**config.mk**
```make
export PLATFORM = sky130hd
export DESIGN_NAME = intra_blk_fetch_flat
export DESIGN_NICKNAME = d
export VERILOG_FILES = /design/src/rtl/intra_blk_fetch_pkg.sv /design/src/rtl/intra_blk_fetch_if.sv /design/src/rtl/intra_blk_addr_gen.sv /design/src/rtl/intra_blk_fetch.sv /design/src/flat_wrapper.sv
export SDC_FILE = /design/constraint.sdc
export NUM_CORES = 1
export LEC_CHECK = 0
export ABC_AREA = 1
export CORE_ASPECT_RATIO = 1.2
export CORE_MARGIN = 5
export CORE_UTILIZATION = 33
export CTS_BUF_LIST = sky130_fd_sc_hd__clkbuf_4 sky130_fd_sc_hd__clkbuf_8
export DETAILED_ROUTE_END_ITERATION = 7
export HOLD_SLACK_MARGIN = 0.05
export PLACE_DENSITY = 0.6
export SLEW_MARGIN = 20
export SYNTH_ARGS = -nofsm -noshare
export SYNTH_HDL_FRONTEND = slang
export SYNTH_HIERARCHICAL = 1
export SYNTH_SLANG_ARGS = --single-unit
```
**constraint.sdc**
```tcl
create_clock -name clk -period 2.35 [get_ports clk]
set_input_delay 0.3525 -clock clk [delete_from_list [all_inputs] [get_ports clk]]
set_output_delay 0.3525 -clock clk [all_outputs]
set_load 0.05 [all_outputs]
```
**src/rtl/intra_blk_fetch_pkg.sv**
```systemverilog
`default_nettype none
// +--------------------------------------------------------------------+
// | intra_pkg : shared types and helpers for the intra 4x4 luma fetch  |
// | Revision  : 1.0                                                    |
// +--------------------------------------------------------------------+
package intra_pkg;

    localparam int PIX_W   = 8;
    localparam int MB_SIZE = 16;
    localparam int MBX_W   = 7;
    localparam int MBY_W   = 6;

    typedef logic [127:0] blk4x4_t;

    typedef enum logic [2:0] {
        ST_IDLE  = 3'd0,
        ST_READ  = 3'd1,
        ST_DRAIN = 3'd2,
        ST_OUT   = 3'd3,
        ST_DONE  = 3'd4
    } fetch_state_t;

    // blkIdx -> {bx[1:0], by[1:0]} in 4x4 units inside the MB (H.264 zig-zag of 8x8 quads)
    function automatic logic [3:0] blk_scan(input logic [3:0] idx);
        return {idx[2], idx[0], idx[3], idx[1]};
    endfunction

endpackage
`default_nettype wire

```
**src/rtl/intra_blk_fetch_if.sv**
```systemverilog
`default_nettype none
// +--------------------------------------------------------------------+
// | intra_blk_fetch_if : frame-memory read port plus block output port |
// | Revision           : 1.0                                           |
// +--------------------------------------------------------------------+
interface intra_blk_fetch_if #(
    parameter int ADDR_W = 18
);
    import intra_pkg::*;

    logic                mem_rd;
    logic [ADDR_W-1:0]   mem_addr;
    logic [31:0]         mem_rdata;
    logic                blk_valid;
    logic                blk_ready;
    blk4x4_t             blk_data;
    logic [3:0]          blk_idx;
    logic [MBX_W-1:0]    mb_x;
    logic [MBY_W-1:0]    mb_y;

    modport master (
        output mem_rd, mem_addr, blk_valid, blk_data, blk_idx, mb_x, mb_y,
        input  mem_rdata, blk_ready
    );

    modport slave (
        input  mem_rd, mem_addr, blk_valid, blk_data, blk_idx, mb_x, mb_y,
        output mem_rdata, blk_ready
    );

endinterface
`default_nettype wire

```
**src/rtl/intra_blk_addr_gen.sv**
```systemverilog
`default_nettype none
// +--------------------------------------------------------------------+
// | intra_blk_addr_gen : MB/blkIdx/row counters and word-address calc  |
// | Revision           : 1.0                                           |
// +--------------------------------------------------------------------+
module intra_blk_addr_gen
    import intra_pkg::*;
#(
    parameter int WIDTH  = 1280,
    parameter int LENGTH = 720,
    parameter int ADDR_W = 18
) (
    input  wire logic              clk,
    input  wire logic              rst_n,
    input  wire logic              clear_i,
    input  wire logic              row_adv_i,
    input  wire logic              blk_adv_i,
    output logic [1:0]             row_o,
    output logic [3:0]             idx_o,
    output logic [MBX_W-1:0]       mb_x_o,
    output logic [MBY_W-1:0]       mb_y_o,
    output logic [ADDR_W-1:0]      addr_o,
    output logic                   last_row_o,
    output logic                   last_blk_o
);

    localparam int MBW    = WIDTH / MB_SIZE;
    localparam int MBH    = LENGTH / MB_SIZE;
    localparam int WWORDS = WIDTH / 4;

    logic [1:0]       row_q, row_d;
    logic [3:0]       idx_q, idx_d;
    logic [MBX_W-1:0] mbx_q, mbx_d;
    logic [MBY_W-1:0] mby_q, mby_d;

    logic             w_mbx_last;
    logic             w_mby_last;
    logic [3:0]       w_scan;
    logic [ADDR_W-1:0] w_line;
    logic [ADDR_W-1:0] w_col;

    assign w_mbx_last = (mbx_q == MBX_W'(MBW - 1));
    assign w_mby_last = (mby_q == MBY_W'(MBH - 1));

    always_comb begin
        row_d = row_q;
        idx_d = idx_q;
        mbx_d = mbx_q;
        mby_d = mby_q;
        if (clear_i) begin
            row_d = '0;
            idx_d = '0;
            mbx_d = '0;
            mby_d = '0;
        end else begin
            if (row_adv_i) begin
                row_d = row_q + 2'd1;
            end
            if (blk_adv_i) begin
                idx_d = idx_q + 4'd1;
                if (idx_q == 4'd15) begin
                    if (w_mbx_last) begin
                        mbx_d = '0;
                        mby_d = w_mby_last ? '0 : mby_q + MBY_W'(1);
                    end else begin
                        mbx_d = mbx_q + MBX_W'(1);
                    end
                end
            end
        end
    end

    always_ff @(posedge clk or negedge rst_n) begin
        if (!rst_n) begin
            row_q <= '0;
            idx_q <= '0;
            mbx_q <= '0;
            mby_q <= '0;
        end else begin
            row_q <= row_d;
            idx_q <= idx_d;
            mbx_q <= mbx_d;
            mby_q <= mby_d;
        end
    end

    // line = 16*mb_y + 4*by + row ; col = 4*mb_x + bx ; all in ADDR_W bits
    assign w_scan = blk_scan(idx_q);
    assign w_line = ADDR_W'({mby_q, 4'b0000}) + ADDR_W'({w_scan[1:0], 2'b00}) + ADDR_W'(row_q);
    assign w_col  = ADDR_W'({mbx_q, 2'b00}) + ADDR_W'(w_scan[3:2]);
    assign addr_o = w_line * ADDR_W'(WWORDS) + w_col;

    assign row_o      = row_q;
    assign idx_o      = idx_q;
    assign mb_x_o     = mbx_q;
    assign mb_y_o     = mby_q;
    assign last_row_o = (row_q == 2'd3);
    assign last_blk_o = (idx_q == 4'd15) && w_mbx_last && w_mby_last;

endmodule
`default_nettype wire

```
**src/rtl/intra_blk_fetch.sv**
```systemverilog
`default_nettype none
// +--------------------------------------------------------------------+
// | intra_blk_fetch : raster-MB walker emitting 4x4 luma blocks        |
// | Revision        : 1.0                                              |
// +--------------------------------------------------------------------+
module intra_blk_fetch
    import intra_pkg::*;
#(
    parameter int WIDTH  = 1280,
    parameter int LENGTH = 720,
    parameter int ADDR_W = 18
) (
    input  wire logic          clk,
    input  wire logic          reset,
    input  wire logic          enable,
    input  wire logic          start,
    intra_blk_fetch_if.master  bus,
    output logic               busy,
    output logic               frame_done
);

    localparam int ROW_W = 4 * PIX_W;

    fetch_state_t          state_q, state_d;
    logic                  w_clear;
    logic                  w_row_adv;
    logic                  w_blk_adv;
    logic [1:0]            w_row;
    logic [3:0]            w_idx;
    logic [MBX_W-1:0]      w_mbx;
    logic [MBY_W-1:0]      w_mby;
    logic [ADDR_W-1:0]     w_addr;
    logic                  w_last_row;
    logic                  w_last_blk;

    logic                  rd_pend_q;
    logic [1:0]            rd_row_q;
    logic [3*ROW_W-1:0]    rows_q;
    blk4x4_t               blk_q;

    intra_blk_addr_gen #(
        .WIDTH  (WIDTH),
        .LENGTH (LENGTH),
        .ADDR_W (ADDR_W)
    ) u_addr_gen (
        .clk        (clk),
        .rst_n      (reset),
        .clear_i    (w_clear),
        .row_adv_i  (w_row_adv),
        .blk_adv_i  (w_blk_adv),
        .row_o      (w_row),
        .idx_o      (w_idx),
        .mb_x_o     (w_mbx),
        .mb_y_o     (w_mby),
        .addr_o     (w_addr),
        .last_row_o (w_last_row),
        .last_blk_o (w_last_blk)
    );

    always_comb begin
        state_d   = state_q;
        w_clear   = 1'b0;
        w_row_adv = 1'b0;
        w_blk_adv = 1'b0;
        case (state_q)
            ST_IDLE: begin
                if (start && enable) begin
                    w_clear = 1'b1;
                    state_d = ST_READ;
                end
            end
            ST_READ: begin
                if (enable) begin
                    w_row_adv = 1'b1;
                    if (w_last_row) begin
                        state_d = ST_DRAIN;
                    end
                end
            end
            ST_DRAIN: state_d = ST_OUT;
            ST_OUT: begin
                if (bus.blk_ready) begin
                    w_blk_adv = 1'b1;
                    state_d   = w_last_blk ? ST_DONE : ST_READ;
                end
            end
            ST_DONE: state_d = ST_IDLE;
            default: state_d = ST_IDLE;
        endcase
    end

    always_ff @(posedge clk or negedge reset) begin
        if (!reset) begin
            state_q <= ST_IDLE;
        end else begin
            state_q <= state_d;
        end
    end

    // Rows 0..2 park in rows_q; row 3 arrives during DRAIN and goes straight to the output register.
    always_ff @(posedge clk or negedge reset) begin
        if (!reset) begin
            rd_pend_q <= 1'b0;
            rd_row_q  <= '0;
            rows_q    <= '0;
            blk_q     <= '0;
        end else begin
            rd_pend_q <= w_row_adv;
            rd_row_q  <= w_row;
            if (rd_pend_q && (rd_row_q != 2'd3)) begin
                rows_q[rd_row_q*ROW_W +: ROW_W] <= bus.mem_rdata;
            end
            if (state_q == ST_DRAIN) begin
                blk_q <= {bus.mem_rdata, rows_q};
            end
        end
    end

    assign bus.mem_rd    = w_row_adv;
    assign bus.mem_addr  = w_addr;
    assign bus.blk_valid = (state_q == ST_OUT);
    assign bus.blk_data  = blk_q;
    assign bus.blk_idx   = w_idx;
    assign bus.mb_x      = w_mbx;
    assign bus.mb_y      = w_mby;
    assign busy          = (state_q == ST_READ) || (state_q == ST_DRAIN) || (state_q == ST_OUT);
    assign frame_done    = (state_q == ST_DONE);

endmodule
`default_nettype wire

```
**src/flat_wrapper.sv**
```systemverilog
// flat-port wrapper written by rule: the top's interface ports become plain ports
module intra_blk_fetch_flat import intra_pkg::*;
#(
    parameter int WIDTH  = 1280,
    parameter int LENGTH = 720,
    parameter int ADDR_W = 18
)
  (clk, reset, enable, start, busy, frame_done, bus_mem_rd, bus_mem_addr, bus_blk_valid, bus_blk_data, bus_blk_idx, bus_mb_x, bus_mb_y, bus_mem_rdata, bus_blk_ready);
  intra_blk_fetch_if #(.ADDR_W(ADDR_W)) bus_i ();
  input  wire logic clk;
  input  wire logic reset;
  input  wire logic enable;
  input  wire logic start;
  output logic busy;
  output logic frame_done;
  output wire logic [$bits(bus_i.mem_rd)-1:0] bus_mem_rd;
  output wire logic [$bits(bus_i.mem_addr)-1:0] bus_mem_addr;
  output wire logic [$bits(bus_i.blk_valid)-1:0] bus_blk_valid;
  output wire logic [$bits(bus_i.blk_data)-1:0] bus_blk_data;
  output wire logic [$bits(bus_i.blk_idx)-1:0] bus_blk_idx;
  output wire logic [$bits(bus_i.mb_x)-1:0] bus_mb_x;
  output wire logic [$bits(bus_i.mb_y)-1:0] bus_mb_y;
  input wire logic [$bits(bus_i.mem_rdata)-1:0] bus_mem_rdata;
  input wire logic [$bits(bus_i.blk_ready)-1:0] bus_blk_ready;
  assign bus_mem_rd = bus_i.mem_rd;
  assign bus_mem_addr = bus_i.mem_addr;
  assign bus_blk_valid = bus_i.blk_valid;
  assign bus_blk_data = bus_i.blk_data;
  assign bus_blk_idx = bus_i.blk_idx;
  assign bus_mb_x = bus_i.mb_x;
  assign bus_mb_y = bus_i.mb_y;
  assign bus_i.mem_rdata = bus_mem_rdata;
  assign bus_i.blk_ready = bus_blk_ready;
  intra_blk_fetch #(.WIDTH(WIDTH), .LENGTH(LENGTH), .ADDR_W(ADDR_W)) u_core (.clk(clk), .reset(reset), .enable(enable), .start(start), .bus(bus_i), .busy(busy), .frame_done(frame_done));
endmodule
```
======== Word level (Yosys, flattened, before mapping) ========
Index checks and enable logic that the tools add are counted.
word-level totals
  register bits after elaboration ......... 249
  bits of input ports ..................... 37
  output and inout bits ................... 167
  logic and storage cells ................. 74
cells by class
  add/sub/neg operators ................... 9
  $mul .................................... 1
  equality and inequality tests ........... 13
  shifts and indexed selects .............. 2
  muxes and demuxes ....................... 26
  reduce and logical (&&, ||, !) cells .... 14
operators with widths
  kind                        count
  $bwmux W96                  1
  $shift A32 B34 Y96 const A  1
  $shiftx A32 B34 Y96         1
  $neg A7 Y34                 1
  $mux W6                     5
  $mux W7                     4
  $add A18 B10 Y18            1
  $mux W3                     5
  $add A11 B2 Y12             1
  $mul A12 B3 Y12 const B     1
  $pmux W3 S4                 1
  $add A10 B4 Y11             1
  $add A9 B2 Y10              1
  $mux W4                     2
  $reduce_bool A2 Y1          4
  $add A7 B1 Y7 const B       1
  $eq A7 B7 Y1 const B        1
  $add A6 B1 Y6 const B       1
  $eq A3 B2 Y1 const B        2
  $eq A6 B6 Y1 const B        1
  $mux W1                     6
  $ne A2 B2 Y1 const B        3
  $add A4 B1 Y4 const B       1
  $eq A4 B4 Y1 const B        1
  12 further kinds            18

======== Logic depth before layout (Yosys ltp) ========
Gate-level depths: netlist (run 1).
  word-level depth ........................ 6
  depth in mapped cells ................... 14
  depth with buffers taken out ............ 14

======== Modules after synthesis ========
The synthesis (run 1) kept the hierarchy.
by module, submodules not included
  module              instances  cells an instance  area each (um2)  sequential area each (um2)
  intra_blk_fetch     1          923                9009.9           5755.5
  intra_blk_addr_gen  1          258                1848.0           475.5

======== Least setup slack after synthesis (run 1) ========
No wires, ideal clock.
  path type ............................... register -> output
  start point ............................. register u_core.u_addr_gen.idx_q[3] (netlist: u_core/u_addr_gen/idx_o[3])
  end point ............................... output port bus_mem_addr[16]
  data arrival time ....................... 3098 ps
  data required time ...................... 1997 ps
  path slack .............................. -1100 ps
  cell stages (with the launch flop) ...... 10
  path buffers ............................ 0
  cells stage by stage .................... dfrtp_1 ha_1 ha_1 fa_1 xor2_2 nand3_2 nor2_2 nand2_2 nor3_2 xor2_1
between the ends
  cells in the longest elaborated chain, start to end .. 4
RTL lines
  item                    RTL line                  RTL
  from (decl)             intra_blk_addr_gen.sv:32  logic [3:0] idx_q, idx_d;
  from (signal assigned)  intra_blk_addr_gen.sv:81  idx_q <= idx_d;
  $add A10 B4 Y11         intra_blk_addr_gen.sv:89  assign w_line = ADDR_W'({mby_q, 4'b0000}) + ADDR_W'({w_scan[1:0], 2'b00}) + ADDR_W'(row_q);
  $add A11 B2 Y12         intra_blk_addr_gen.sv:89
  $mul A12 B3 Y12         intra_blk_addr_gen.sv:91  assign addr_o = w_line * ADDR_W'(WWORDS) + w_col;
  $add A18 B10 Y18        intra_blk_addr_gen.sv:91
  to (decl)               flat_wrapper.sv:17        output wire logic [$bits(bus_i.mem_addr)-1:0] bus_mem_addr;
Every way passes these cells.

======== Worst setup path in the final report (run 1) ========
Ends and elaborated chain as after synthesis.

==> flow_summary.toml, run 1 <==
[status]
status = "complete, but fails checks"
violations = "setup timing"

[sta]
fmax_mhz = 315
drv_slew = 0
fin_worst_skew_ns = 0.0128
tightestPinTransition_ns = 0.638
min_period_ns = 3.18
setup_ws_ns = -0.828
setup_viol = 9
finalHoldViolCount = 0
tns_ns = -5.74
max_slew_margin_pct = 57.5
rsz0062_at_grt = "yes"
period_share_pct = 135

[floorplanning]
initial_core_util_pct = 33.6
rows = 72
ios = 204
fp.dieArea_um2 = 36600
die-height_um = 209
core_area_um2 = 32300
die_x_um = 176

[cells_and_area]
drive_gt1_share_pct = 17.4
design_area_um2 = 15300
nets = 1515
syn_to_final_growth_pct = 41.3
final_util_pct = 47.4
diodes = 0
layoutNonFillerInstCount = 1886

[grt]
grt_pass1_wl_um = 48400
grt_max_degree = 79
gr-usage-all-layers_pct = 16.2
antenna_found_initial = 2
grt_overflow_total = 0
first_global_vias = 8927

[route]
drtIter0Drc = 450
viasPerCell = 4.63
drt_pass1_iterations = 5
vias = 8737
post_drt_wl_per_cell_um = 16.0
drc = 0
routed_wl_um = 30200
final_antenna_net_count = 0

[clocking]
htree_levels = 2
root_buffer = "clkbuf_8"
clk_pin_slew_worst_paths_ns = 0.06
max-clock-path-buffers = 3
cts_tree = "done"
cts_buffers = 44
clk_latency_ns = 0.55
cts.sinks = 249

[place]
dp_hpwl_um = 20900
dp.cells = 1799
io_buffers = 203
gp_routability_congestion = 0.817
dpl-instance-area_um2 = 13900

[synthesis]
synth_edf_count = 0
synth.top_cell.area_share_pct = 57.4
yosysTopAreaCell = "dfrtp_1"
ys_ff_latch = 249
synth_cell_type_count = 35
synthArstFlopShare_pct = 100
avgSynthCellArea_um2 = 9.19
syn_area_um2 = 10900
yosysSeqAreaShare_pct = 57.4
yosys-top-cells-area = "dfrtp_1, o21ai_0, nand2_1"
synth_cells = 1181
ys_warn_count = 6
syn-num-nets = 1249
synthTopCellsByCount = "dfrtp_1, nand2_1, o21ai_0"
synth_most_common_cell = "dfrtp_1"
ys.flop_type = "dfrtp_1"

[worst_setup_path]
crit_type = "reg -> out"
r2r_setup_slack_ns = 0.21
critPathRequiredTime_ns = 2.00
setup.worst_path.start_class = "register"
crit_path_end_kind = "output port"
critPathArrivalTime_ns = 2.83
path_max_fanout = 3

[job]
maxCapViolations = 0

[hold_path]
holdCritPathClass = "in -> async"
-- flip-flops by register name, summed over array words and instances, names as in the netlist --
signal	count
u_core/rd_row_q	2
u_core/u_addr_gen/mb_y_o	6
u_core/state_q	3
u_core/u_addr_gen/idx_o	4
u_core/u_addr_gen/row_o	2
u_core/rd_pend_q	1
u_core/bus.blk_data	128
u_core/u_addr_gen/mb_x_o	7
u_core/rows_q	96
-- timing repair --
item | 4_1_cts | 5_1_grt
pin swaps | 20 | 20
setup buffers | 8 | 1
hold endpoints to repair | 72 | 0
hold buffers | 1 | 0
endpoints found under the setup margin | 12 | 11
gates resized for setup | 44 | 37
-- routing by layer --
layer	vias to the layer above	track usage, %	wire [um]
met3	57	4.81	2120
met4	4	5.00	759
met5	-	0	14
met1	4158	20.4	12700
li1	4302	-	-
met2	216	27.1	14600
-- cells by family after synthesis --
logic type	Yosys count	synth area share, %
AO/OA/AOI/OAI	255	12.0
XOR/XNOR	12	1.04
adder cells (fa/ha/maj)	31	3.71
buffers and inverters	240	10.5
flip-flops	249	57.4
AND/OR/NAND/NOR	394	15.4
-- final cells by class --
class | instances | area (um^2)
clock buffers | 73 | 917
fillers | 2977 | 17000
clock inverters | 5 | 56.3
inverters | 182 | 686
repair buffers | 278 | 2920
well taps | 407 | 509
multi-input cells | 692 | 4010
flip-flops and latches | 249 | 6240
-- cell usage in the layout (no fill, tap or decap), types with 4 or more instances in the layout --
| cell type | count |
|---|---|
| o21ai_1 | 30 |
| clkdlybuf4s50_1 | 182 |
| nand4_1 | 6 |
| dfrtp_2 | 8 |
| ha_4 | 15 |
| clkbuf_4 | 14 |
| nand3_1 | 74 |
| o22ai_1 | 8 |
| a21oi_1 | 13 |
| buf_6 | 12 |
| ha_1 | 14 |
| clkbuf_8 | 59 |
| nand3_2 | 4 |
| xor2_4 | 9 |
| nand2_2 | 16 |
| nor2_1 | 37 |
| o21ai_0 | 196 |
| nor2_4 | 4 |
| inv_2 | 11 |
| nor3_1 | 7 |
| nor2_2 | 4 |
| buf_4 | 53 |
| dfrtp_1 | 241 |
| buf_12 | 25 |
| inv_1 | 170 |
| nand2_1 | 229 |
-- critical path, cell delays in order (launching register included) --
cell	delay, ns
dfrtp_2	0.43
ha_4	0.25
ha_4	0.16
fa_2	0.39
buf_6	0.15
nand3_4	0.08
nand3_2	0.10
nand2_4	0.11
nand2_2	0.09
nor3_4	0.19
xor2_4	0.19
buf_12	0.15
-- path summary, 6_finish.rpt --
| path | startpoint | to | cells after the start |
|---|---|---|---|
| max | u_core/u_addr_gen/idx_o[3] | bus_mem_addr[16] | 11 |
| min | reset | u_core/bus.blk_data[46] | 2 |
| max reg2reg | u_core/rd_row_q[0] | u_core/rows_q[24] | 8 |
| min reg2reg | u_core/bus.blk_data[50] | u_core/bus.blk_data[50] | 2 |
| max in group asynchronous | reset | u_core/bus.blk_data[61] | 3 |
| min in group clk | bus_mem_rdata[1] | u_core/bus.blk_data[97] | 3 |
-- metrics by stage --
step / setup slack [ns] / hold slack [ns]
6_report: -0.828 / 0.395
3_5_place_dp: -0.365 / 0.398
4_1_cts: -0.918 / 0.364
5_1_grt: -0.970 / 0.413
2_1_floorplan: -0.515 / 0.0569
3_3_place_gp: -0.364 / 0.387
Power of run 1 is not shown: default switching activity piles up to over one toggle a cycle in this logic, so the estimate is an artifact.
==> inputs of run 2 (changes only) <==
--- a/config.mk
+++ b/config.mk
@@ -6,13 +6,15 @@
 export NUM_CORES = 1
 export LEC_CHECK = 0
 export ABC_AREA = 1
+export CELL_PAD_IN_SITES_DETAIL_PLACEMENT = 0
+export CELL_PAD_IN_SITES_GLOBAL_PLACEMENT = 1
 export CORE_ASPECT_RATIO = 1.2
 export CORE_MARGIN = 5
 export CORE_UTILIZATION = 33
 export CTS_BUF_LIST = sky130_fd_sc_hd__clkbuf_4 sky130_fd_sc_hd__clkbuf_8
 export DETAILED_ROUTE_END_ITERATION = 7
 export HOLD_SLACK_MARGIN = 0.05
-export PLACE_DENSITY = 0.6
+export PLACE_DENSITY = 0.74
 export SLEW_MARGIN = 20
 export SYNTH_ARGS = -nofsm -noshare
 export SYNTH_HDL_FRONTEND = slang
==> flow_summary.toml, run 2 (synthesized netlist as in run 1, its figures left out) <==
[status]
status = "complete, but fails checks"
violations = "setup timing"

[place]
gp_routability_congestion = 0.798
io_buffers = 203
dp_hpwl_um = 20900
post-place-ws_ns = -0.381

[sta]
min_period_ns = 3.15
fmax_mhz = 318
fin_worst_skew_ns = 0.0152
setup_ws_ns = -0.799
drv_slew = 0
max_slew_margin_pct = 56.1
period_share_pct = 134
setup_viol = 9
finalHoldViolCount = 0
rsz0062_at_grt = "yes"
tightestPinTransition_ns = 0.657

[route]
final_antenna_net_count = 0
post_drt_wl_per_cell_um = 15.8
viasPerCell = 4.61
drtIter0Drc = 493
routed_wl_um = 29800
drc = 0
drt_pass1_iterations = 5
vias = 8696

[clocking]
cts_tree = "done"
cts_buffers = 42
htree_levels = 2
cts.sinks = 249
clk_pin_slew_worst_paths_ns = 0.06
clk_latency_ns = 0.54
max-clock-path-buffers = 3
root_buffer = "clkbuf_8"

[floorplanning]
initial_core_util_pct = 33.6
core_area_um2 = 32300
ios = 204
rows = 72
fp.dieArea_um2 = 36600
die-height_um = 209
die_x_um = 176

[grt]
gr-usage-all-layers_pct = 16.4
grt_pass1_wl_um = 49000
first_global_vias = 8912
grt_overflow_total = 0
grt_max_degree = 87
antenna_found_initial = 3

[worst_setup_path]
path_max_fanout = 4
critPathRequiredTime_ns = 2.00
setup.worst_path.start_class = "register"
crit_path_end_kind = "output port"
critPathArrivalTime_ns = 2.80
crit_type = "reg -> out"

[job]
maxCapViolations = 0

[cells_and_area]
largest_register_ff_count = 128
final_common_cell = "dfrtp_1"
mostFrequentLayoutCells = "dfrtp_1, nand2_1, o21ai_0"
diodes = 0
drive_gt1_share_pct = 16.2
nets = 1517
syn_to_final_growth_pct = 39.1

[hold_path]
holdCritPathClass = "in -> async"
## run 2: cell types whose count changed in the layout (fill, tap and decap cells not counted), moves of 3 or more
cell	change
buf_6	-6
buf_4	+11
ha_1	+4
clkbuf_4	+8
clkdlybuf4s50_1	+4
nand2_1	+10
nand2_2	-7
clkbuf_8	-11
nor2_1	+3
ha_4	-4
nand2_4	-3
## run 2: final cells by class
type / instances / area, um^2
Clock buffer: 70 / 826
Clock inverter: 6 / 58.8
Fill cell: 3065 / 17200
Inverter: 182 / 683
Multi-Input combinational cell: 692 / 3880
Sequential cell: 249 / 6240
Tap cell: 407 / 509
Timing Repair Buffer: 282 / 2900
## run 2: final timing paths
check / startpoint / to / slack, ns / cells past startpoint
min in group clk: bus_mem_rdata[5] / u_core/bus.blk_data[101] / 0.42 / 3
max reg2reg: u_core/u_addr_gen/mb_x_o[0] / u_core/u_addr_gen/mb_y_o[4] / 0.26 / 8
min reg2reg: u_core/rows_q[36] / u_core/rows_q[36] / 0.48 / 2
min: reset / u_core/bus.blk_data[59] / 0.34 / 2
max in group asynchronous: reset / u_core/bus.blk_data[39] / 1.24 / 3
max: u_core/u_addr_gen/idx_o[3] / bus_mem_addr[16] / -0.80 / 10
## run 2: what timing repair did
action                                  CTS  global route
endpoints found under the setup margin   12            11
hold endpoints to repair                 59             0
resized for setup                        37            10
buffers inserted                          8             1
hold buffers                              1             0
gates cloned                              0             0
pin swaps                                21             9
## run 2: critical path, cell delays in order, from the launching register on
cell     delay (ns)
dfrtp_2        0.44
ha_4           0.23
ha_4           0.16
fa_2           0.36
xor2_2         0.20
nand3_2        0.14
nor2_2         0.12
nand2_2        0.08
nor3_4         0.20
xor2_4         0.19
buf_12         0.15
## run 2: per-layer routing
| layer | vias to the layer above | GRT usage [%] | share of wire, % |
|---|---|---|---|
| met1 | 4131 | 20.7 | 43 |
| met4 | 6 | 4.57 | 2.2 |
| met3 | 50 | 4.75 | 6.5 |
| li1 | 4304 | - | - |
| met5 | - | 0 | 0.13 |
| met2 | 205 | 27.7 | 48 |
## run 2: per-stage QoR
| stage | hold WS (ns) | std cells | cell area [um^2] | setup TNS, ns | utilization (%) |
|---|---|---|---|---|---|
| 2_1_floorplan | 0.0569 | 1181 | 11000 | -3.31 | - |
| 3_3_place_gp | 0.339 | 1803 | 13900 | -1.63 | 42.9 |
| 5_1_grt | 0.384 | 1888 | 15100 | -6.92 | 46.7 |
| 4_1_cts | 0.347 | 1887 | 15000 | -6.42 | 46.5 |
| 6_report | 0.342 | 1888 | 15100 | -5.46 | 46.7 |
| 3_5_place_dp | 0.344 | 1803 | 13900 | -1.80 | 42.9 |
Power of run 2 is left out for the same reason.
==> inputs of run 3 (changes only) <==
--- a/config.mk
+++ b/config.mk
@@ -10,11 +10,12 @@
 export CELL_PAD_IN_SITES_GLOBAL_PLACEMENT = 1
 export CORE_ASPECT_RATIO = 1.2
 export CORE_MARGIN = 5
-export CORE_UTILIZATION = 33
+export CORE_UTILIZATION = 37
 export CTS_BUF_LIST = sky130_fd_sc_hd__clkbuf_4 sky130_fd_sc_hd__clkbuf_8
+export CTS_CLUSTER_SIZE = 12
 export DETAILED_ROUTE_END_ITERATION = 7
 export HOLD_SLACK_MARGIN = 0.05
-export PLACE_DENSITY = 0.74
+export PLACE_DENSITY = 0.81
 export SLEW_MARGIN = 20
 export SYNTH_ARGS = -nofsm -noshare
 export SYNTH_HDL_FRONTEND = slang
==> constraint.sdc (replaced) <==
create_clock -name clk -period 2.35 [get_ports clk]
set_input_delay 0.47 -clock clk [delete_from_list [all_inputs] [get_ports clk]]
set_output_delay 0.47 -clock clk [all_outputs]
set_load 0.05 [all_outputs]
==> flow_summary.toml, run 3 (synthesized netlist as in run 1, its figures left out) <==
[clocking]
cts_tree = "done"
htree_levels = 2
root_buffer = "clkbuf_8"
clk_pin_slew_worst_paths_ns = 0.06
cts_buffers = 42
clk_latency_ns = 0.54
cts.sinks = 249
max-clock-path-buffers = 3

[place]
io_buffers = 203
dpl-instance-area_um2 = 13900
dp_hpwl_um = 20200
gp_routability_congestion = 0.823

[worst_setup_path]
crit_type = "reg -> out"
r2r_setup_slack_ns = 0.24
critPathArrivalTime_ns = 2.81
path_max_fanout = 4
crit_path_end_kind = "output port"
rr_worst_depth = 7
crit_start = "u_core/u_addr_gen/row_o[1]"
critPathRequiredTime_ns = 1.88
setup.worst_path.start_class = "register"
r2r-start = "u_core/rd_row_q[0]"
endpoint = "bus_mem_addr[15]"
r2r_end = "u_core/rows_q[23]"

[floorplanning]
die-height_um = 198
die_x_um = 166
initial_core_util_pct = 37.6
rows = 68
fp.dieArea_um2 = 32900
ios = 204
core_area_um2 = 28800

[route]
drt_pass1_iterations = 4
viasPerCell = 4.63
vias = 8670
drtIter0Drc = 636
post_drt_wl_per_cell_um = 15.4
drc = 0
routed_wl_um = 28800
final_antenna_net_count = 0

[cells_and_area]
diodes = 0
syn_to_final_growth_pct = 38.1
final_common_cell = "dfrtp_1"
design_area_um2 = 15000
largest_register_ff_count = 128
fill_cells = 2629
mostFrequentLayoutCells = "dfrtp_1, nand2_1, o21ai_0"
drive_gt1_share_pct = 16.3
nets = 1522

[sta]
min_period_ns = 3.28
setup_ws_ns = -0.935
setup_viol = 11
fin_worst_skew_ns = 0.0167
max_slew_margin_pct = 58.7
finalHoldViolCount = 0
rsz0062_at_grt = "yes"
period_share_pct = 140
drv_slew = 0
tightestPinTransition_ns = 0.618
fmax_mhz = 304

[grt]
antenna_found_initial = 1
gr-usage-all-layers_pct = 17.4
grt_overflow_total = 0
grt_max_degree = 68
first_global_vias = 8877
grt_pass1_wl_um = 47000

[status]
status = "complete, but fails checks"
violations = "setup timing"

[job]
maxCapViolations = 0

[hold_path]
holdCritPathClass = "in -> async"
## run 3: worst min-delay path by stage
| stage | end | slack [ns] | cells after the start |
|---|---|---|---|
| 6_report | u_core/bus.blk_data[59] | 0.48 | 2 |
| 5_1_grt | u_core/bus.blk_data[89] | 0.50 | 2 |
| 4_1_cts | u_core/bus.blk_data[124] | 0.47 | 2 |
| 3_5_place_dp | u_core/bus.blk_data[59] | 0.45 | 1 |
| 3_3_place_gp | u_core/bus.blk_data[59] | 0.45 | 1 |
| 2_1_floorplan | u_core/bus.blk_data[0] | 0.17 | 0 |
## run 3: stage by stage
stage | TNS (ns) | hold slack (ns) | instances | util (%) | setup WS [ns]
6_report | -6.68 | 0.479 | 1871 | 52.0 | -0.935
3_5_place_dp | -2.52 | 0.448 | 1788 | 48.1 | -0.494
5_1_grt | -7.89 | 0.499 | 1871 | 52.0 | -1.06
2_1_floorplan | -4.37 | 0.174 | 1181 | - | -0.633
3_3_place_gp | -2.32 | 0.452 | 1788 | 48.1 | -0.464
4_1_cts | -7.28 | 0.472 | 1871 | 51.8 | -1.01
## run 3: what timing repair did
action                     in CTS  in global routing
pin swaps                      15                  8
hold buffers                    1                  0
resized for setup              33                 12
gates cloned                    0                  0
setup buffers                   6                  0
hold endpoints to repair       55                  0
setup endpoints to repair      16                 13
## run 3: routing by layer
| metal | share of wire [%] | routed length (um) | global-route usage [%] | up-vias |
|---|---|---|---|---|
| met5 | 0.038 | 11 | 0 | - |
| met4 | 2.7 | 762 | 5.49 | 2 |
| met3 | 6.4 | 1850 | 4.56 | 53 |
| met2 | 48 | 13700 | 29.2 | 225 |
| met1 | 43 | 12400 | 22.2 | 4080 |
| li1 | - | - | - | 4310 |
## run 3: cell type report
cell class / instances / area [um^2] / area share [%]
Clock inverter: 6 / 37.5 / 0.250
Timing Repair Buffer: 287 / 2900 / 19.3
Tap cell: 385 / 482 / 3.21
Sequential cell: 249 / 6240 / 41.6
Inverter: 182 / 683 / 4.56
Clock buffer: 70 / 845 / 5.63
Multi-Input combinational cell: 692 / 3810 / 25.4
## run 3: critical path, cell delays in order (launching register included)
cell	delay, ns
dfrtp_1	0.41
ha_4	0.26
ha_4	0.16
fa_2	0.57
and3_4	0.23
nand2_1	0.10
nor3_4	0.21
xor2_4	0.19
buf_12	0.15
Power of run 3 is left out for the same reason.
==> RTL edit 1, RTL diff (flow settings as in run 1) <==
`ADDR_W` is set to 18 in 4 places; all go to 9.
--- a/src/rtl/intra_blk_fetch_if.sv
+++ b/src/rtl/intra_blk_fetch_if.sv
@@ -5,5 +5,5 @@
 // +--------------------------------------------------------------------+
 interface intra_blk_fetch_if #(
-    parameter int ADDR_W = 18
+    parameter int ADDR_W = 9
 );
     import intra_pkg::*;
--- a/src/rtl/intra_blk_addr_gen.sv
+++ b/src/rtl/intra_blk_addr_gen.sv
@@ -9,5 +9,5 @@
     parameter int WIDTH  = 1280,
     parameter int LENGTH = 720,
-    parameter int ADDR_W = 18
+    parameter int ADDR_W = 9
 ) (
     input  wire logic              clk,
--- a/src/rtl/intra_blk_fetch.sv
+++ b/src/rtl/intra_blk_fetch.sv
@@ -9,5 +9,5 @@
     parameter int WIDTH  = 1280,
     parameter int LENGTH = 720,
-    parameter int ADDR_W = 18
+    parameter int ADDR_W = 9
 ) (
     input  wire logic          clk,
--- a/src/flat_wrapper.sv
+++ b/src/flat_wrapper.sv
@@ -4,5 +4,5 @@
     parameter int WIDTH  = 1280,
     parameter int LENGTH = 720,
-    parameter int ADDR_W = 18
+    parameter int ADDR_W = 9
 )
   (clk, reset, enable, start, busy, frame_done, bus_mem_rd, bus_mem_addr, bus_blk_valid, bus_blk_data, bus_blk_idx, bus_mb_x, bus_mb_y, bus_mem_rdata, bus_blk_ready);
Ports: changed (resized bus_mem_addr); port bits go from 204 to 195. The function was not compared with the original's and may differ.
==> RTL edit 1 against run 1 <==
  * Global-route usage fell by 0.61 points
  * Routed wire length fell by 11%
  * Sequential cell count did not move
  * Setup slack improved by 0.86 ns
  * Synthesized area fell by 6.0%
  * Design area fell by 12%
  * Largest cell class unchanged
==> RTL edit 1: results (changes against run 1) <==
----------------------------------------------------
[GRT]
  Wire length of the first global-routing pass ... 43.5 mm (-10%)
  Maximum number of pins on one net before global-route repair ... 60 (-24%)
  Antenna violations before repair ... 0 (-2)
  Vias in the first global route ... 7950 (-11%)
  Tot GR Track Use ... 15.6% (-0.61 points)

[Place]
  Cell count after placement ... 1630 (-9.4%)
  Final HPWL DP ... 18.7 mm (-10%)
  Final weighted congestion in routability-driven placement ... 0.785 (-3.9%)
  Port-buffer cells ... 194 (-4.4%)
  Worst slack at placement ... 0.310 ns (+0.675 ns)

[Setup path]
  R2R setup slack ... 0.48 ns (+0.27 ns)
  Worst path arrival time ... 1.97 ns (-0.86 ns)
  Highest net fanout along the worst path ... 2 (-1)
  Worst R2R End ... u_core/rows_q[14]
  Reg2reg path depth ... 8 (unchanged)
  Critical R2R Launch ... u_core/rd_row_q[0]

[Routing]
  First-iteration detailed-routing DRC count ... 511 (+14%)
  DR pass1 iterations ... 5 (unchanged)
  Ratio of routed vias to standard cells ... 4.57 (-1.3%)
  Remaining DRCs ... 0 (unchanged)
  Routed wire per std cell ... 15.8 um (-1.4%)

[Hold path]
  Worst min path class ... in -> async

[Synth]
  Portion of the post-synthesis area used by sequential elements ... 61.0% (+3.6 points)
  Most numerous cell in the Yosys netlist ... dfrtp_1
  Synth Area in Compound Gates ... 12.2% (+0.21 points)
  Adder and majority cell fraction of the synthesized area ... 1.54% (-2.2 points)
  Synthesized area divided by synthesized cell count ... 9.53 um2 (+3.7%)
  Area contributors post-synth ... dfrtp_1 (61%), o21ai_0 (9.5%), nand2_1 (7.9%)
  Post-synth top cells ... dfrtp_1 (249), nand2_1 (215), o21ai_0 (193)
  XOR/XNOR Fraction of Synth Area ... 0.515% (-0.52 points)
  Number of unique standard cell types used by synthesis ... 32 (-8.6%)
  Syn nets ... 1120 (-10%)

[Pwr]
  Max VDD drop ... 1.42 mV
  Leakage dissipation ... 6.26 nW

[Clock tree]
  Cts bufs inserted ... 42 (-4.5%)
  Worst-path clk slew ... 0.06 ns (about the same)
  Bufs on Longest Clock Path ... 3 (unchanged)
  Root buffer cell ... clkbuf_8
  Clock insertion delay at the later pin of the skew report ... 0.53 ns (-0.02 ns)
  Count of H-tree levels built during CTS ... 2 (unchanged)

[Cells and area]
  Non-filler instance count after layout ... 1708 (-9.4%)
  Proportion of layout cells with a drive suffix above 1 ... 10.2% (-7.2 points)
  Area growth from synthesis to layout ... 32.3%
  Number of antenna repair diodes ... 0 (unchanged)
  Fill cell count ... 2964 (-0.44%)
  Nets@finish ... 1332 (-12%)

[STA]
  Final Hold Fails ... 0 (unchanged)
  Pin slew with the least headroom to its limit ... 0.639 ns (+0.00117 ns)
  Setup clock skew after layout ... 0.00874 ns (-0.00409 ns)
  Final critical path time including I/O delays and setup ... 2.32 ns (-0.858 ns)

[Run status]
  Outcome ... finished clean

----------------------------------------------------
==> RTL edit 1: how the worst max path moves through the flow <==
stage	from	end
floorplan	u_core/u_addr_gen/mb_x_o[5]	bus_mem_addr[8]
global placement	u_core/u_addr_gen/row_o[0]	bus_mem_addr[8]
detailed placement	u_core/u_addr_gen/row_o[0]	bus_mem_addr[8]
CTS	u_core/u_addr_gen/row_o[0]	bus_mem_addr[8]
global route	u_core/u_addr_gen/row_o[0]	bus_mem_addr[8]
finish	u_core/u_addr_gen/row_o[0]	bus_mem_addr[8]
==> RTL edit 1: what timing repair did <==
action	in CTS	in global routing
endpoints found under the hold margin	52	0
setup buffers	4	0
hold buffers	1	0
resized for setup	7	3
pin swaps	2	0
endpoints found under the setup margin	6	4
==> RTL edit 1: layout make-up <==
cell class | count | area [um2] | share of cell area [%]
repair buffers | 227 | 2360 | 17.5
clock inverters | 9 | 78.8 | 0.584
flip-flops and latches | 249 | 6230 | 46.2
clock buffers | 64 | 781 | 5.78
inverters | 161 | 604 | 4.47
well taps | 396 | 495 | 3.67
multi-input cells | 602 | 2950 | 21.8
==> RTL edit 1: critical path, stage by stage (launching register included) <==
cell	delay, ns
dfrtp_2	0.37
ha_1	0.14
inv_1	0.05
fa_2	0.36
xnor2_2	0.16
xnor2_2	0.20
buf_12	0.16
==> RTL edit 1: per-layer routing <==
layer / vias to the layer above / routed length, um / GRT usage [%] / part of all wire (%)
met5: - / 0 / 0 / 0
met1: 3714 / 11500 / 19.6 / 42
met2: 220 / 13000 / 26.2 / 48
met4: 0 / 569 / 4.37 / 2.1
met3: 43 / 1960 / 4.63 / 7.3
li1: 3834 / - / - / -
==> RTL edit 1: stage by stage <==
step | hold WS, ns | util [%] | power (mW) | cell area [um2] | TNS, ns
detailed placement | 0.345 | 41.3 | 17.6 | 12600 | 0
CTS | 0.357 | 44.3 | 21.7 | 13500 | -0.0147
global route | 0.404 | 44.3 | 22.8 | 13500 | -0.0632
finish | 0.371 | 44.3 | 21.4 | 13500 | 0
floorplan | 0.0569 | - | 13.9 | 10200 | 0
global placement | 0.341 | 41.3 | 17.5 | 12600 | 0
==> RTL edit 1: cell families (layout without fill, tap and decap cells) <==
logic type,count (synthesis),in the layout
buffers and inverters,220,461
AO/OA/AOI/OAI,243,243
adder cells (fa/ha/maj),12,12
XOR/XNOR,6,6
flip-flops,249,249
AND/OR/NAND/NOR,341,341
==> RTL edit 1: power breakdown <==
part,total [mW],switching [mW],internal (mW)
sequential,7.08,0.978,6.10
clock,3.91,1.68,2.23
combinational,10.5,7.05,3.40
==> RTL edit 2, RTL diff (flow settings as in run 1) <==
Made on the original files. The 5 states of `fetch_state_t` get a one-hot encoding in 5 bits.
--- a/src/rtl/intra_blk_fetch_pkg.sv
+++ b/src/rtl/intra_blk_fetch_pkg.sv
@@ -13,10 +13,10 @@
     typedef logic [127:0] blk4x4_t;
 
-    typedef enum logic [2:0] {
-        ST_IDLE  = 3'd0,
-        ST_READ  = 3'd1,
-        ST_DRAIN = 3'd2,
-        ST_OUT   = 3'd3,
-        ST_DONE  = 3'd4
+    typedef enum logic [4:0] {
+        ST_IDLE  = 5'b00001,
+        ST_READ  = 5'b00010,
+        ST_DRAIN = 5'b00100,
+        ST_OUT   = 5'b01000,
+        ST_DONE  = 5'b10000
     } fetch_state_t;
 
Function: same outputs for any inputs over 4 cycles, from zero or initial values and one cycle with reset low; so few cycles prove little.
==> RTL edit 2 against run 1 <==
  * The flow still finishes with violations (negative setup slack)
  * Synthesized area grew 0.88%
  * Utilization shrank 1.5 points
  * Design area is 1.3% lower
  * Largest cell class unchanged
  * Die area rose by 0.83%
  * Highest routed layer is now met4
  * Global-route usage up 0.061 points
  * Count of clock-buffer cells in the layout down 12
  * Routed wire length is 0.20% higher
  * Sequential cell count is 2 higher
  * Setup slack improved by 0.024 ns
==> RTL edit 2: results (changes against run 1) <==
----------------------------------------------------
[Run status]
  Outcome ... finished, violations left
  Violated checks ... negative setup slack

[Clock tree]
  Count of H-tree levels built during CTS ... 2 (unchanged)
  Worst-path clk slew ... 0.06 ns (about the same)
  Cts bufs inserted ... 42 (-4.5%)

[Synth]
  Portion of the post-synthesis area used by sequential elements ... 57.4% (about the same)
  Adder and majority cell fraction of the synthesized area ... 3.68% (-0.032 points)
  Post-synth top cells ... dfrtp_1 (250), nand2_1 (198), inv_1 (182)
  Number of unique standard cell types used by synthesis ... 37 (+5.7%)
  XOR/XNOR Fraction of Synth Area ... 1.03% (-0.0090 points)
  Area contributors post-synth ... dfrtp_1 (57%), nand2_1 (6.8%), inv_1 (6.2%)
  Synthesized area divided by synthesized cell count ... 9.45 um2 (+2.8%)
  Syn nets ... 1227 (-1.8%)
  Synth Area in Compound Gates ... 12.9% (+0.88 points)

[GRT]
  Maximum number of pins on one net before global-route repair ... 77 (-2.5%)
  Met3 routing resource usage after global routing ... 4.20% (-0.61 points)
  Tot GR Track Use ... 16.3% (+0.061 points)
  Vias in the first global route ... 8850 (-0.86%)
  Antenna violations before repair ... 0 (-2)
  Grt met1 use ... 22.0% (+1.7 points)
  Wire length of the first global-routing pass ... 48.8 mm (+0.87%)

[Routing]
  Routed wire per std cell ... 16.0 um (+0.20%)
  First-iteration detailed-routing DRC count ... 699 (+55%)
  Ratio of routed vias to standard cells ... 4.67 (+0.92%)

[Place]
  Final weighted congestion in routability-driven placement ... 0.856 (+4.7%)
  Final HPWL DP ... 21.1 mm (+1.1%)
  Worst slack at placement ... -0.372 ns (-0.00754 ns)
  Area after detailed placement ... 0.0140 mm2 (+1.2%)
  Cell count after placement ... 1811 (+0.67%)

[Cells and area]
  Nets@finish ... 1478 (-2.4%)
  Proportion of layout cells with a drive suffix above 1 ... 15.3% (-2.1 points)

[Setup path]
  Highest net fanout along the worst path ... 3 (unchanged)
  Worst R2R End ... u_core/u_addr_gen/mb_y_o[4]
  R2R setup slack ... 0.25 ns (+0.04 ns)
  Worst path arrival time ... 2.80 ns (-0.03 ns)

[STA]
  Final-report setup violation count ... 10 (+1)
  Pin slew with the least headroom to its limit ... 0.646 ns (+0.00860 ns)
  Worst hold margin ... 0.318 ns (-0.0767 ns)
  Worst path setup slack after routing ... -0.804 ns (+0.0240 ns)
  Total negative slack for setup checks ... -5.59 ns (+0.148 ns)

----------------------------------------------------
-- RTL edit 2: routing by layer --
layer  part of all wire (%)  wire length [um]  up-vias
li1                       -                 -     4332
met5                      0                 0        -
met4                    2.7               804        0
met2                     46             13800      276
met1                     44             13400     4164
met3                    7.2              2190       45
-- RTL edit 2: layout make-up --
| class | count | area, um2 |
|---|---|---|
| well taps | 450 | 563 |
| inverters | 185 | 694 |
| clock buffers | 61 | 758 |
| flip-flops and latches | 251 | 6290 |
| clock inverters | 9 | 78.8 |
| fillers | 3124 | 17800 |
| repair buffers | 276 | 2850 |
| multi-input cells | 654 | 3910 |
-- RTL edit 2: repair_timing --
action                                  CTS  global route
hold buffers                              1             0
cloned                                    0             0
endpoints found under the setup margin   11            14
buffers inserted                          5             2
pin swaps                                15             5
resized for setup                        33            10
hold endpoints to repair                 46             0
-- RTL edit 2: worst register-to-register path, delay by kind of cell (launching register included) --
kind,cells,cell delay [ns]
buf+inv,3,0.40
flops,1,0.42
simple gates,7,1.09
compound gates,1,0.08
